$ cat config.mk
export PLATFORM = sky130hd
export DESIGN_NAME = line_fifo_ctrl
export DESIGN_NICKNAME = d
export VERILOG_FILES = /design/src/rtl/video_pkg.sv /design/src/rtl/fifo_level_cnt.sv /design/src/rtl/line_fifo_ctrl.sv
export SDC_FILE = /design/constraint.sdc
export NUM_CORES = 1
export LEC_CHECK = 0
export CORE_MARGIN = 4
export CORE_UTILIZATION = 35
export CTS_BUF_LIST = sky130_fd_sc_hd__clkbuf_4 sky130_fd_sc_hd__clkbuf_8 sky130_fd_sc_hd__clkbuf_16
export CTS_CLUSTER_SIZE = 24
export DETAILED_ROUTE_END_ITERATION = 12
export PLACE_DENSITY = 0.75
export SYNTH_ARGS = -nofsm -noshare
export SYNTH_HDL_FRONTEND = slang
export SYNTH_HIERARCHICAL = 1
export SYNTH_SLANG_ARGS = --single-unit
export TNS_END_PERCENT = 30
$ cat constraint.sdc
create_clock -name clk -period 3.2 [get_ports clk]
set_input_delay 0.32 -clock clk [delete_from_list [all_inputs] [get_ports clk]]
set_output_delay 0.32 -clock clk [all_outputs]
set_load 0.01 [all_outputs]
$ cat src/rtl/video_pkg.sv
// Shared types and widths for the HDMI line-buffer path.
// Holds pixel width, level width and FSM state encodings.
package video_pkg;

    localparam int PIX_W     = 24;
    localparam int DEPTH_DEF = 200;
    localparam int LEVEL_W   = $clog2(DEPTH_DEF + 1);

    typedef enum logic [1:0] {
        ST_IDLE   = 2'd0,
        ST_FLUSH  = 2'd1,
        ST_FILL   = 2'd2,
        ST_STREAM = 2'd3
    } state_t;

endpackage

$ cat src/rtl/fifo_level_cnt.sv
// Up/down occupancy counter for the line FIFO.
// Saturates at 0 and DEPTH; clr forces zero.
module fifo_level_cnt
    import video_pkg::*;
#(
    parameter int DEPTH = DEPTH_DEF,
    parameter int W     = LEVEL_W
) (
    input  logic         clk,
    input  logic         rst_n,
    input  logic         clr,
    input  logic         inc,
    input  logic         dec,
    output logic [W-1:0] level,
    output logic [W-1:0] level_nxt,
    output logic         empty,
    output logic         full
);

    assign empty = (level == '0);
    assign full  = (level == W'(DEPTH));

    always_comb begin
        level_nxt = level;
        if (clr)
            level_nxt = '0;
        else if (inc && !dec && !full)
            level_nxt = level + W'(1);
        else if (dec && !inc && !empty)
            level_nxt = level - W'(1);
    end

    always_ff @(posedge clk) begin
        if (!rst_n)
            level <= '0;
        else
            level <= level_nxt;
    end

endmodule

$ cat src/rtl/line_fifo_ctrl.sv
// Sequencer for the RGB line FIFO: flush, preload, stream.
// Drives the fifo enables and reports occupancy and sticky errors.
module line_fifo_ctrl
    import video_pkg::*;
#(
    parameter int DEPTH    = DEPTH_DEF,
    parameter int PRELOAD  = 16,
    parameter int FLUSH_CY = 2
) (
    input  logic               clk,
    input  logic               rst_n,
    input  logic               in_vs,
    input  logic               in_de,
    input  logic [PIX_W-1:0]   in_data,
    input  logic               out_req,
    output logic               fifo_rst_n,
    output logic               fifo_wr_en,
    output logic [PIX_W-1:0]   fifo_wr_data,
    output logic               fifo_rd_en,
    output logic               out_valid,
    output logic [LEVEL_W-1:0] level,
    output logic               empty,
    output logic               full,
    output logic               overflow,
    output logic               underflow,
    output logic [1:0]         state
);

    localparam int FC_W = (FLUSH_CY > 1) ? $clog2(FLUSH_CY) : 1;

    state_t             cur_st;
    state_t             nxt_st;
    logic [FC_W-1:0]    flush_cnt;
    logic [FC_W-1:0]    flush_nxt;
    logic [LEVEL_W-1:0] level_nxt;
    logic               in_flush;
    logic               clr;
    logic               drop;
    logic               uflow;

    assign in_flush     = (cur_st == ST_FLUSH);
    assign clr          = in_vs | in_flush;
    assign fifo_rst_n   = !in_flush;
    assign fifo_wr_data = in_data;
    assign state        = cur_st;

    assign fifo_rd_en = (cur_st == ST_STREAM) & out_req & !empty;
    assign fifo_wr_en = in_de & !in_vs & !in_flush & (!full | fifo_rd_en);

    // pixels lost during vs/flush are realignment, not overflow
    assign drop  = in_de & !fifo_wr_en & !in_vs & !in_flush;
    assign uflow = (cur_st == ST_STREAM) & out_req & empty;

    fifo_level_cnt #(
        .DEPTH (DEPTH),
        .W     (LEVEL_W)
    ) u_level (
        .clk       (clk),
        .rst_n     (rst_n),
        .clr       (clr),
        .inc       (fifo_wr_en),
        .dec       (fifo_rd_en),
        .level     (level),
        .level_nxt (level_nxt),
        .empty     (empty),
        .full      (full)
    );

    always_comb begin
        nxt_st    = cur_st;
        flush_nxt = flush_cnt;
        if (in_vs) begin
            nxt_st    = ST_FLUSH;
            flush_nxt = '0;
        end else begin
            unique case (cur_st)
                ST_IDLE: begin
                    if (fifo_wr_en)
                        nxt_st = ST_FILL;
                end
                ST_FLUSH: begin
                    if (flush_cnt == FC_W'(FLUSH_CY - 1))
                        nxt_st = ST_IDLE;
                    else
                        flush_nxt = flush_cnt + FC_W'(1);
                end
                ST_FILL: begin
                    // short lines stream whatever they buffered
                    if (level_nxt >= LEVEL_W'(PRELOAD))
                        nxt_st = ST_STREAM;
                    else if (!in_de && level != '0)
                        nxt_st = ST_STREAM;
                end
                ST_STREAM: begin
                    if (!in_de && level == '0 && !fifo_wr_en)
                        nxt_st = ST_IDLE;
                end
                default: nxt_st = ST_IDLE;
            endcase
        end
    end

    always_ff @(posedge clk) begin
        if (!rst_n) begin
            cur_st    <= ST_IDLE;
            flush_cnt <= '0;
            out_valid <= 1'b0;
            overflow  <= 1'b0;
            underflow <= 1'b0;
        end else begin
            cur_st    <= nxt_st;
            flush_cnt <= flush_nxt;
            out_valid <= fifo_rd_en;
            if (clr) begin
                overflow  <= 1'b0;
                underflow <= 1'b0;
            end else begin
                overflow  <= overflow | drop;
                underflow <= underflow | uflow;
            end
        end
    end

endmodule

==> impl_metrics.py, run 1 <==
metrics = {
    "outcome": {
        "status": "completed",
    },
    "finish": {
        "nets": 189,
        "num_antenna_cells": 0,
        "multi_input_area_sq_um": 712,
        "fillers": 287,
        "final_common_cell": "clkdlybuf4s50_1",
        "final-seq-area_sq_um": 283,
        "drive_gt1_share_pct": 27.6,
        "area_growth_pct": 24.2,
        "final_cell_mix": "clkdlybuf4s50_1, buf_4, dfxtp_1",
    },
    "synth": {
        "synthCells": 139,
        "yosys_warnings": 6,
        "avgSynthCellArea_sq_um": 8.49,
        "syn_area_sq_um": 1180,
        "syn_nets": 170,
    },
    "floorplanning": {
        "die_h_um": 66.1,
        "num_rows": 20,
        "top_level_ports": 71,
        "start_util_pct": 37.7,
        "die_area_sq_um": 4360,
        "die_w_um": 66.1,
        "core_area_sq_um": 3130,
    },
    "pwr": {
        "p_sw_share_pct": 27.0,
        "power_uw": 350,
        "power_leakage_uw": 0.000591,
        "power_frac_clock_pct": 28.5,
        "p_per_area_nw_per_um2": 239,
        "combPwrFrac_pct": 19.1,
        "power.switching_uw": 94.3,
        "p_int_uw": 255,
        "seq_power_share_pct": 52.4,
        "ir_worst_vdd_mv": 0.172,
    },
    "setup_path": {
        "ff2ff_path_depth": 14,
        "critPathMaxFanout": 4,
        "required_ns": 3.39,
        "cp.arrival_ns": 3.28,
        "reg2reg_slack_ns": 0.11,
        "path_class": "flip-flop to flip-flop",
        "timing.rr.start": "u_level/level[1]$_SDFF_PN0_",
        "timing.rr.end": "state[0]$_SDFFE_PN0P_",
        "crit_path_start_kind": "flip-flop",
        "worst_setup_path_end_kind": "flip-flop",
    },
    "clocking": {
        "clk_pin_slew_ns": 0.09,
        "cts_htree_levels": 1,
        "cts_root_buffer": "clkbuf_4",
        "clock_latency_ns": 0.28,
        "clkSinkCount": 14,
        "cts_buffer_depth": 2,
        "cts_tree": "done",
        "cts_buffers": 3,
    },
    "sta": {
        "hold_violations": 0,
        "worst_pin_slew_ns": 0.445,
        "fin_crit_ns": 3.09,
        "hold_ws_ns": 0.494,
        "rsz0062_at_grt": "true",
        "fmaxAchievable_mhz": 324,
        "fin_worst_skew_ns": 0.00805,
        "final.period_utilization_pct": 96.6,
        "drv_slew": 0,
        "maxSlewHeadroom_pct": 70.2,
        "layout_setup_ws_ns": 0.109,
        "finalSetupViolations": 0,
    },
    "routing": {
        "finalWirelength_mm": 3.34,
        "drc": 0,
        "drt_iter0_drc": 49,
        "wl_per_cell_um": 16.7,
        "vias": 1131,
        "antenna_left": 0,
        "route.detailed.vias_per_inst": 5.66,
        "drtPass1Iterations": 4,
    },
    "place": {
        "dp_slack_ns": -0.0140,
        "dpl.hpwl_mm": 2.38,
        "port_buffers": 22,
        "place_congestion": 0.876,
    },
    "global_routing": {
        "grt_pass1_wl_mm": 5.00,
        "antenna_found_initial": 0,
        "grt_overflow": 0,
        "grt_pass1_vias": 1028,
        "grt_usage_pct": 14.6,
        "grt_max_degree": 13,
    },
    "worst_hold_path": {
        "hold_class": "flip-flop to flip-flop",
        "hp-start": "underflow$_SDFF_PP0_",
        "hold-path-endpoint": "underflow$_SDFF_PP0_",
        "min_path_cells": 2,
    },
    "flow_run": {
        "maxCapViolCount": 0,
    },
}
power groups by stage:
stage / Clock, uW / Sequential, uW / Combinational, uW
6_report: 99.8 / 183 / 66.6
5_1_grt: 119 / 184 / 71.1
4_1_cts: 101 / 183 / 60.9
2_1_floorplan: 0 / 187 / 61.3
3_5_place_dp: 0 / 187 / 58.6
3_3_place_gp: 0 / 187 / 57.0
metal layers:
metal  up-vias  global-route usage, %  share of wire [%]
met4         0                   6.85                1.5
met3         4                   3.57                8.5
met5         -                      0                  0
li1        512                      -                  -
met2        61                   23.4                 50
met1       554                   18.4                 40
through the flow:
step           util (%)  std cells  area [sq um]  TNS (ns)
6_report           46.8        200          1470         0
5_1_grt            46.8        200          1470   -0.0791
4_1_cts            44.6        194          1400         0
3_5_place_dp       43.4        189          1360   -0.0140
3_3_place_gp       43.4        189          1360         0
2_1_floorplan         -        139          1200         0
worst max-delay path by stage:
stage | startpoint | endpoint | slack, ns | cells after the start
finish | u_level/level[1]$_SDFF_PN0_ | state[0]$_SDFFE_PN0P_ | 0.11 | 14
global route | u_level/level[1]$_SDFF_PN0_ | state[0]$_SDFFE_PN0P_ | -0.08 | 13
CTS | u_level/level[1]$_SDFF_PN0_ | state[0]$_SDFFE_PN0P_ | 0.14 | 13
detailed placement | u_level/level[1]$_SDFF_PN0_ | state[0]$_SDFFE_PN0P_ | -0.01 | 13
global placement | u_level/level[1]$_SDFF_PN0_ | state[0]$_SDFFE_PN0P_ | 0.1 | 13
floorplan | u_level/level[1]$_SDFF_PN0_ | state[0]$_SDFFE_PN0P_ | 0.08 | 13
worst max-delay path: stages, from the launching register on:
cell,delay [ns]
dfxtp_2,0.33
inv_2,0.07
ha_4,0.13
nor3b_4,0.24
and2_4,0.18
nand4b_1,0.21
a211oi_4,0.11
or4b_4,0.56
a2111oi_4,0.38
buf_4,0.18
nor3_2,0.05
nor3_2,0.13
nor4b_2,0.07
a221o_1,0.30
o311ai_1,0.07
sequential cells by signal, indices dropped and copies added, names as in the netlist:
register,flops
underflow,1
overflow,1
flush_cnt,1
state,2
u_level/level,8
out_valid,1
area by class of cell:
| type | count | area share, % |
|---|---|---|
| repair buffers | 41 | 24.8 |
| flip-flops and latches | 14 | 19.3 |
| multi-input cells | 90 | 48.6 |
| clock buffers | 3 | 1.54 |
| well taps | 44 | 3.76 |
| inverters | 8 | 2.05 |
repair_timing:
item                       4_1_cts  5_1_grt
resized for setup                0        7
setup buffers                    2        6
setup endpoints to repair        1        1
hold endpoints to repair         0        0
hold buffers                     0        0
pin swaps                        0        9
No activity file was read; power rests on OpenSTA's default activity.
==> run 2: changes to the inputs <==
--- a/config.mk
+++ b/config.mk
@@ -5,10 +5,9 @@
 export SDC_FILE = /design/constraint.sdc
 export NUM_CORES = 1
 export LEC_CHECK = 0
-export CORE_MARGIN = 4
+export CORE_MARGIN = 2
 export CORE_UTILIZATION = 35
 export CTS_BUF_LIST = sky130_fd_sc_hd__clkbuf_4 sky130_fd_sc_hd__clkbuf_8 sky130_fd_sc_hd__clkbuf_16
-export CTS_CLUSTER_SIZE = 24
 export DETAILED_ROUTE_END_ITERATION = 12
 export PLACE_DENSITY = 0.75
 export SYNTH_ARGS = -nofsm -noshare
==> run 2 against run 1 <==
Die area down 12%. Worst hold slack worse by 0.0067 ns. Maximum frequency down 2.0%. Largest power group unchanged.
==> impl_metrics.py, run 2 (synthesis gave the netlist of run 1 again) <==
metrics = {
    "floorplanning": {
        "core_area_sq_um": 3280,
        "die_h_um": 62.1,
        "top_level_ports": 71,
        "start_util_pct": 35.9,
        "die_w_um": 62.1,
        "num_rows": 21,
        "die_area_sq_um": 3850,
    },
    "worst_hold_path": {
        "hp-start": "flush_cnt$_SDFFE_PP0N_",
        "min_path_cells": 2,
        "hold-path-endpoint": "flush_cnt$_SDFFE_PP0N_",
        "hold_class": "flip-flop to flip-flop",
    },
    "finish": {
        "largest_register_ffs": 8,
        "num_antenna_cells": 0,
        "top_register": "u_level/level",
        "drive_gt1_share_pct": 29.0,
        "nets": 188,
        "final_common_cell": "clkdlybuf4s50_1",
        "area_growth_pct": 25.6,
        "final_cell_mix": "clkdlybuf4s50_1, buf_4, dfxtp_1",
        "finalNonFillerCells": 201,
    },
    "pwr": {
        "power_leakage_uw": 0.000588,
        "p_per_area_nw_per_um2": 236,
        "ir_worst_vdd_mv": 0.129,
    },
    "global_routing": {
        "grt_overflow": 0,
        "grt_max_degree": 13,
        "antenna_found_initial": 0,
        "grt_pass1_vias": 882,
        "grt_pass1_wl_mm": 4.26,
        "grt_usage_pct": 14.8,
    },
    "setup_path": {
        "crit_path_start_kind": "flip-flop",
        "critPathLaunch": "u_level/level[0]$_SDFF_PN0_",
        "critPathMaxFanout": 5,
        "cp.arrival_ns": 3.31,
        "timing.rr.end": "state[0]$_SDFFE_PN0P_",
        "ff2ff_path_depth": 14,
        "required_ns": 3.36,
        "timing.rr.start": "u_level/level[0]$_SDFF_PN0_",
        "path_class": "flip-flop to flip-flop",
        "worst_setup_path_end_kind": "flip-flop",
        "reg2reg_slack_ns": 0.04,
    },
    "sta": {
        "maxSlewHeadroom_pct": 71.0,
        "hold_violations": 0,
        "rsz0062_at_grt": "true",
        "finalSetupViolations": 0,
        "fmaxAchievable_mhz": 317,
        "worst_pin_slew_ns": 0.434,
        "drv_slew": 0,
        "hold_ws_ns": 0.488,
        "layout_setup_ws_ns": 0.0444,
        "fin_worst_skew_ns": 0.00673,
        "fin_crit_ns": 3.16,
        "final.period_utilization_pct": 98.6,
    },
    "place": {
        "dpl.hpwl_mm": 2.04,
        "port_buffers": 22,
        "dp_cells": 190,
        "dp_slack_ns": 0.0301,
        "place_congestion": 0.928,
    },
    "routing": {
        "drtPass1Iterations": 4,
        "wl_per_cell_um": 14.3,
        "route.detailed.vias_per_inst": 5.22,
        "antenna_left": 0,
        "finalWirelength_mm": 2.88,
        "vias": 1049,
        "drc": 0,
        "drt_iter0_drc": 41,
    },
    "clocking": {
        "clock_latency_ns": 0.28,
        "clkSinkCount": 14,
        "clk_pin_slew_ns": 0.09,
        "cts_htree_levels": 1,
        "cts_buffer_depth": 2,
        "cts_buffers": 3,
        "cts_root_buffer": "clkbuf_4",
        "cts_tree": "done",
    },
    "flow_run": {
        "maxCapViolCount": 0,
    },
    "outcome": {
        "status": "completed",
    },
}
-- run 2: cell count changes in the layout (fill, tap and decap cells not counted), sizes merged --
cell and delta:
buf -1
-- run 2: worst max path at each step --
stage                     slack (ns)  depth (start not counted)               endpoint
after floorplan                 0.08                         13  state[0]$_SDFFE_PN0P_
after global placement          0.19                         14  state[0]$_SDFFE_PN0P_
after detailed placement        0.03                         14  state[0]$_SDFFE_PN0P_
after CTS                       0.02                         14  state[0]$_SDFFE_PN0P_
after global routing           -0.13                         15  state[0]$_SDFFE_PN0P_
final                           0.04                         14  state[0]$_SDFFE_PN0P_
-- run 2: cell type report --
class | instances | area (sq um)
fill | 317 | 1800
sequential | 14 | 285
multi-input combinational | 90 | 731
inverter | 8 | 30.0
tap | 46 | 57.6
clock buffer | 3 | 22.5
timing repair buffer | 40 | 355
-- run 2: worst max-delay path, cell delays in order (launching register included) --
cell	delay [ns]
dfxtp_4	0.38
inv_2	0.04
ha_4	0.16
nor3b_4	0.16
and2_4	0.17
nand4b_1	0.24
buf_4	0.20
inv_2	0.04
or4b_4	0.48
a2111oi_4	0.37
o21a_1	0.19
nor3_2	0.06
nor4b_2	0.25
a221o_1	0.20
o311ai_2	0.09
-- run 2: stage by stage --
| stage | util [%] | cell area (sq um) | total power, uW | TNS [ns] |
|---|---|---|---|---|
| after floorplan | - | 1200 | 249 | 0 |
| after global placement | 41.2 | 1350 | 244 | 0 |
| after detailed placement | 41.2 | 1350 | 245 | 0 |
| after CTS | 41.9 | 1380 | 348 | 0 |
| after global routing | 45.1 | 1480 | 366 | -0.130 |
| final | 45.1 | 1480 | 349 | 0 |
-- run 2: report_power, final --
part / switching [uW] / internal (uW) / leakage [uW]
registers: 5.95 / 177 / 0.000115
clock network: 59.3 / 43.6 / 0.0000138
logic: 29.9 / 33.2 / 0.000459
total: 95.1 / 254 / 0.000588
-- run 2: repair_timing --
item | 4_1_cts | 5_1_grt
hold buffers | 0 | 0
buffers inserted | 0 | 8
gates resized for setup | 0 | 12
endpoints found under the setup margin | 0 | 1
-- run 2: per-layer routing --
metal  global-route usage [%]  vias to the layer above  wire length, um
met1                     22.6                      504             1280
met4                     5.78                        0               36
met3                     2.07                        4              189
met5                        0                        -                0
met2                     20.7                       29             1380
li1                         -                      512                -
==> run 3: changes to the inputs <==
--- a/config.mk
+++ b/config.mk
@@ -5,11 +5,12 @@
 export SDC_FILE = /design/constraint.sdc
 export NUM_CORES = 1
 export LEC_CHECK = 0
+export ABC_AREA = 1
 export CORE_MARGIN = 2
-export CORE_UTILIZATION = 35
+export CORE_UTILIZATION = 36
 export CTS_BUF_LIST = sky130_fd_sc_hd__clkbuf_4 sky130_fd_sc_hd__clkbuf_8 sky130_fd_sc_hd__clkbuf_16
 export DETAILED_ROUTE_END_ITERATION = 12
-export PLACE_DENSITY = 0.75
+export PLACE_DENSITY = 0.74
 export SYNTH_ARGS = -nofsm -noshare
 export SYNTH_HDL_FRONTEND = slang
 export SYNTH_HIERARCHICAL = 1
==> run 3 against run 2 <==
Synthesized cell count grew 52%. Global-route usage decreased by 0.23 points. Core utilization shrank 2.2 points. Flip-flop and latch count stayed put. First-iteration DRC count down 29%. Combinational power increased by 44%. Design area increased by 4.4%. Final cell count increased by 33%. Register-to-register slack better by 0.34 ns. Largest cell class unchanged. Highest routed layer unchanged.
==> impl_metrics.py, run 3 <==
metrics = {
    "outcome": {
        "status": "completed",
    },
    "worst_hold_path": {
        "hold_class": "flip-flop to flip-flop",
        "hp-start": "overflow$_SDFF_PP0_",
        "hold-path-endpoint": "overflow$_SDFF_PP0_",
        "min_path_cells": 2,
    },
    "finish": {
        "nets": 252,
        "top_register": "u_level/level",
        "finalNonFillerCells": 268,
        "utilization_pct": 42.9,
        "fillers": 383,
        "area_growth_pct": 15.5,
        "drive_gt1_share_pct": 23.6,
        "multi_input_area_sq_um": 726,
        "final_common_cell": "nand2_1",
        "num_antenna_cells": 0,
        "largest_register_ffs": 8,
        "final_cell_mix": "nand2_1, nor2_1, inv_1, nand3_1, clkdlybuf4s50_1",
        "final-seq-area_sq_um": 284,
    },
    "routing": {
        "vias": 1262,
        "antenna_left": 0,
        "drt_iter0_drc": 29,
        "wl_per_cell_um": 11.0,
        "drc": 0,
        "finalWirelength_mm": 2.94,
        "drtPass1Iterations": 4,
        "route.detailed.vias_per_inst": 4.71,
    },
    "clocking": {
        "cts_tree": "done",
        "cts_root_buffer": "clkbuf_8",
        "cts_htree_levels": 1,
        "clkSinkCount": 14,
        "cts_buffers": 3,
        "clock_latency_ns": 0.25,
        "ctsHoldBuffers": 0,
        "cts_buffer_depth": 2,
        "clk_pin_slew_ns": 0.07,
    },
    "sta": {
        "maxSlewHeadroom_pct": 76.1,
        "rsz0062_at_grt": "false",
        "finalSetupViolations": 0,
        "final.period_utilization_pct": 88.1,
        "worst_pin_slew_ns": 0.357,
        "layout_setup_ws_ns": 0.380,
        "fin_worst_skew_ns": 0.00465,
        "fin_crit_ns": 2.82,
        "fmaxAchievable_mhz": 355,
        "drv_slew": 0,
        "hold_violations": 0,
        "tns_ns": 0,
    },
    "floorplanning": {
        "die_h_um": 65.0,
        "start_util_pct": 37.1,
        "core_area_sq_um": 3610,
        "die_w_um": 65.0,
        "num_rows": 22,
        "top_level_ports": 71,
        "die_area_sq_um": 4220,
    },
    "global_routing": {
        "antenna_found_initial": 0,
        "grt_max_degree": 10,
        "grt_pass1_vias": 1115,
        "grt_overflow": 0,
        "grt_pass1_wl_mm": 4.84,
        "grt_usage_pct": 14.6,
    },
    "pwr": {
        "power_leakage_uw": 0.000782,
        "power_uw": 459,
        "p_per_area_nw_per_um2": 297,
        "ir_worst_vdd_mv": 0.124,
    },
    "place": {
        "port_buffers": 22,
        "dp_cells": 260,
        "place_congestion": 0.868,
        "dpl.hpwl_mm": 2.19,
        "dp_slack_ns": 0.112,
    },
    "setup_path": {
        "reg2reg_slack_ns": 0.38,
        "cp.arrival_ns": 3.01,
        "timing.rr.start": "u_level/level[0]$_SDFF_PN0_",
        "crit_path_start_kind": "flip-flop",
        "timing.rr.end": "state[0]$_SDFFE_PN0P_",
        "worst_setup_path_end_kind": "flip-flop",
        "ff2ff_path_depth": 24,
        "path_class": "flip-flop to flip-flop",
        "critPathMaxFanout": 8,
        "required_ns": 3.39,
    },
    "synth": {
        "avgSynthCellArea_sq_um": 6.34,
        "synthCells": 211,
        "syn_nets": 242,
        "yosys_warnings": 6,
        "syn_area_sq_um": 1340,
    },
    "flow_run": {
        "maxCapViolCount": 0,
    },
}
-- run 3: power by group --
group	total, uW	switching, uW	internal (uW)
logic	91.0	52.5	38.5
registers	185	7.33	178
clock network	183	73.7	109
-- run 3: routing by layer --
metal,global-route usage (%),share of wire [%],vias up,wire (um)
li1,-,-,653,-
met1,19.1,47,554,1370
met2,22.8,45,44,1320
met3,2.08,6.7,11,196
met4,8.24,1.6,0,48
met5,0,0,-,0
-- run 3: worst max-delay path by stage --
stage,start,endpoint,slack (ns),cells past startpoint
6_report,u_level/level[0]$_SDFF_PN0_,state[0]$_SDFFE_PN0P_,0.38,24
5_1_grt,u_level/level[0]$_SDFF_PN0_,state[0]$_SDFFE_PN0P_,0.03,24
4_1_cts,u_level/level[0]$_SDFF_PN0_,state[0]$_SDFFE_PN0P_,0.08,25
3_5_place_dp,u_level/level[0]$_SDFF_PN0_,state[0]$_SDFFE_PN0P_,0.11,25
3_3_place_gp,u_level/level[0]$_SDFF_PN0_,state[0]$_SDFFE_PN0P_,0.14,25
2_1_floorplan,u_level/level[0]$_SDFF_PN0_,state[0]$_SDFFE_PN0P_,0.33,25
-- run 3: timing repair --
| item | CTS | global route |
|---|---|---|
| resized for setup | 0 | 5 |
| setup buffers | 0 | 4 |
| setup endpoints to repair | 0 | 2 |
-- run 3: worst max-delay path: stages, from the launching register on --
cell     delay (ns)
dfxtp_4        0.38
inv_1          0.07
ha_1           0.24
inv_2          0.09
nor2_4         0.05
nand2_4        0.11
inv_1          0.09
inv_1          0.05
nand4_1        0.10
buf_4          0.18
inv_2          0.08
inv_2          0.05
nor2_4         0.19
nand4_1        0.15
nand2_1        0.09
nand2_1        0.05
nand3_1        0.10
inv_1          0.05
nor2_1         0.09
nand2_1        0.07
nor2_1         0.09
nand2_1        0.09
nand3_1        0.10
nand2_1        0.07
a21oi_2        0.13
-- run 3: layout make-up --
class | instances | area share (%)
multi-input combinational | 135 | 46.9
clock buffer | 4 | 3.56
inverter | 37 | 9.14
timing repair buffer | 30 | 18.1
sequential | 14 | 18.4
tap | 48 | 3.88
-- run 3: through the flow --
stage	area [sq um]	hold WS, ns
4_1_cts	1510	0.456
3_3_place_gp	1460	0.444
3_5_place_dp	1460	0.446
5_1_grt	1550	0.473
6_report	1550	0.453
2_1_floorplan	1340	0.446
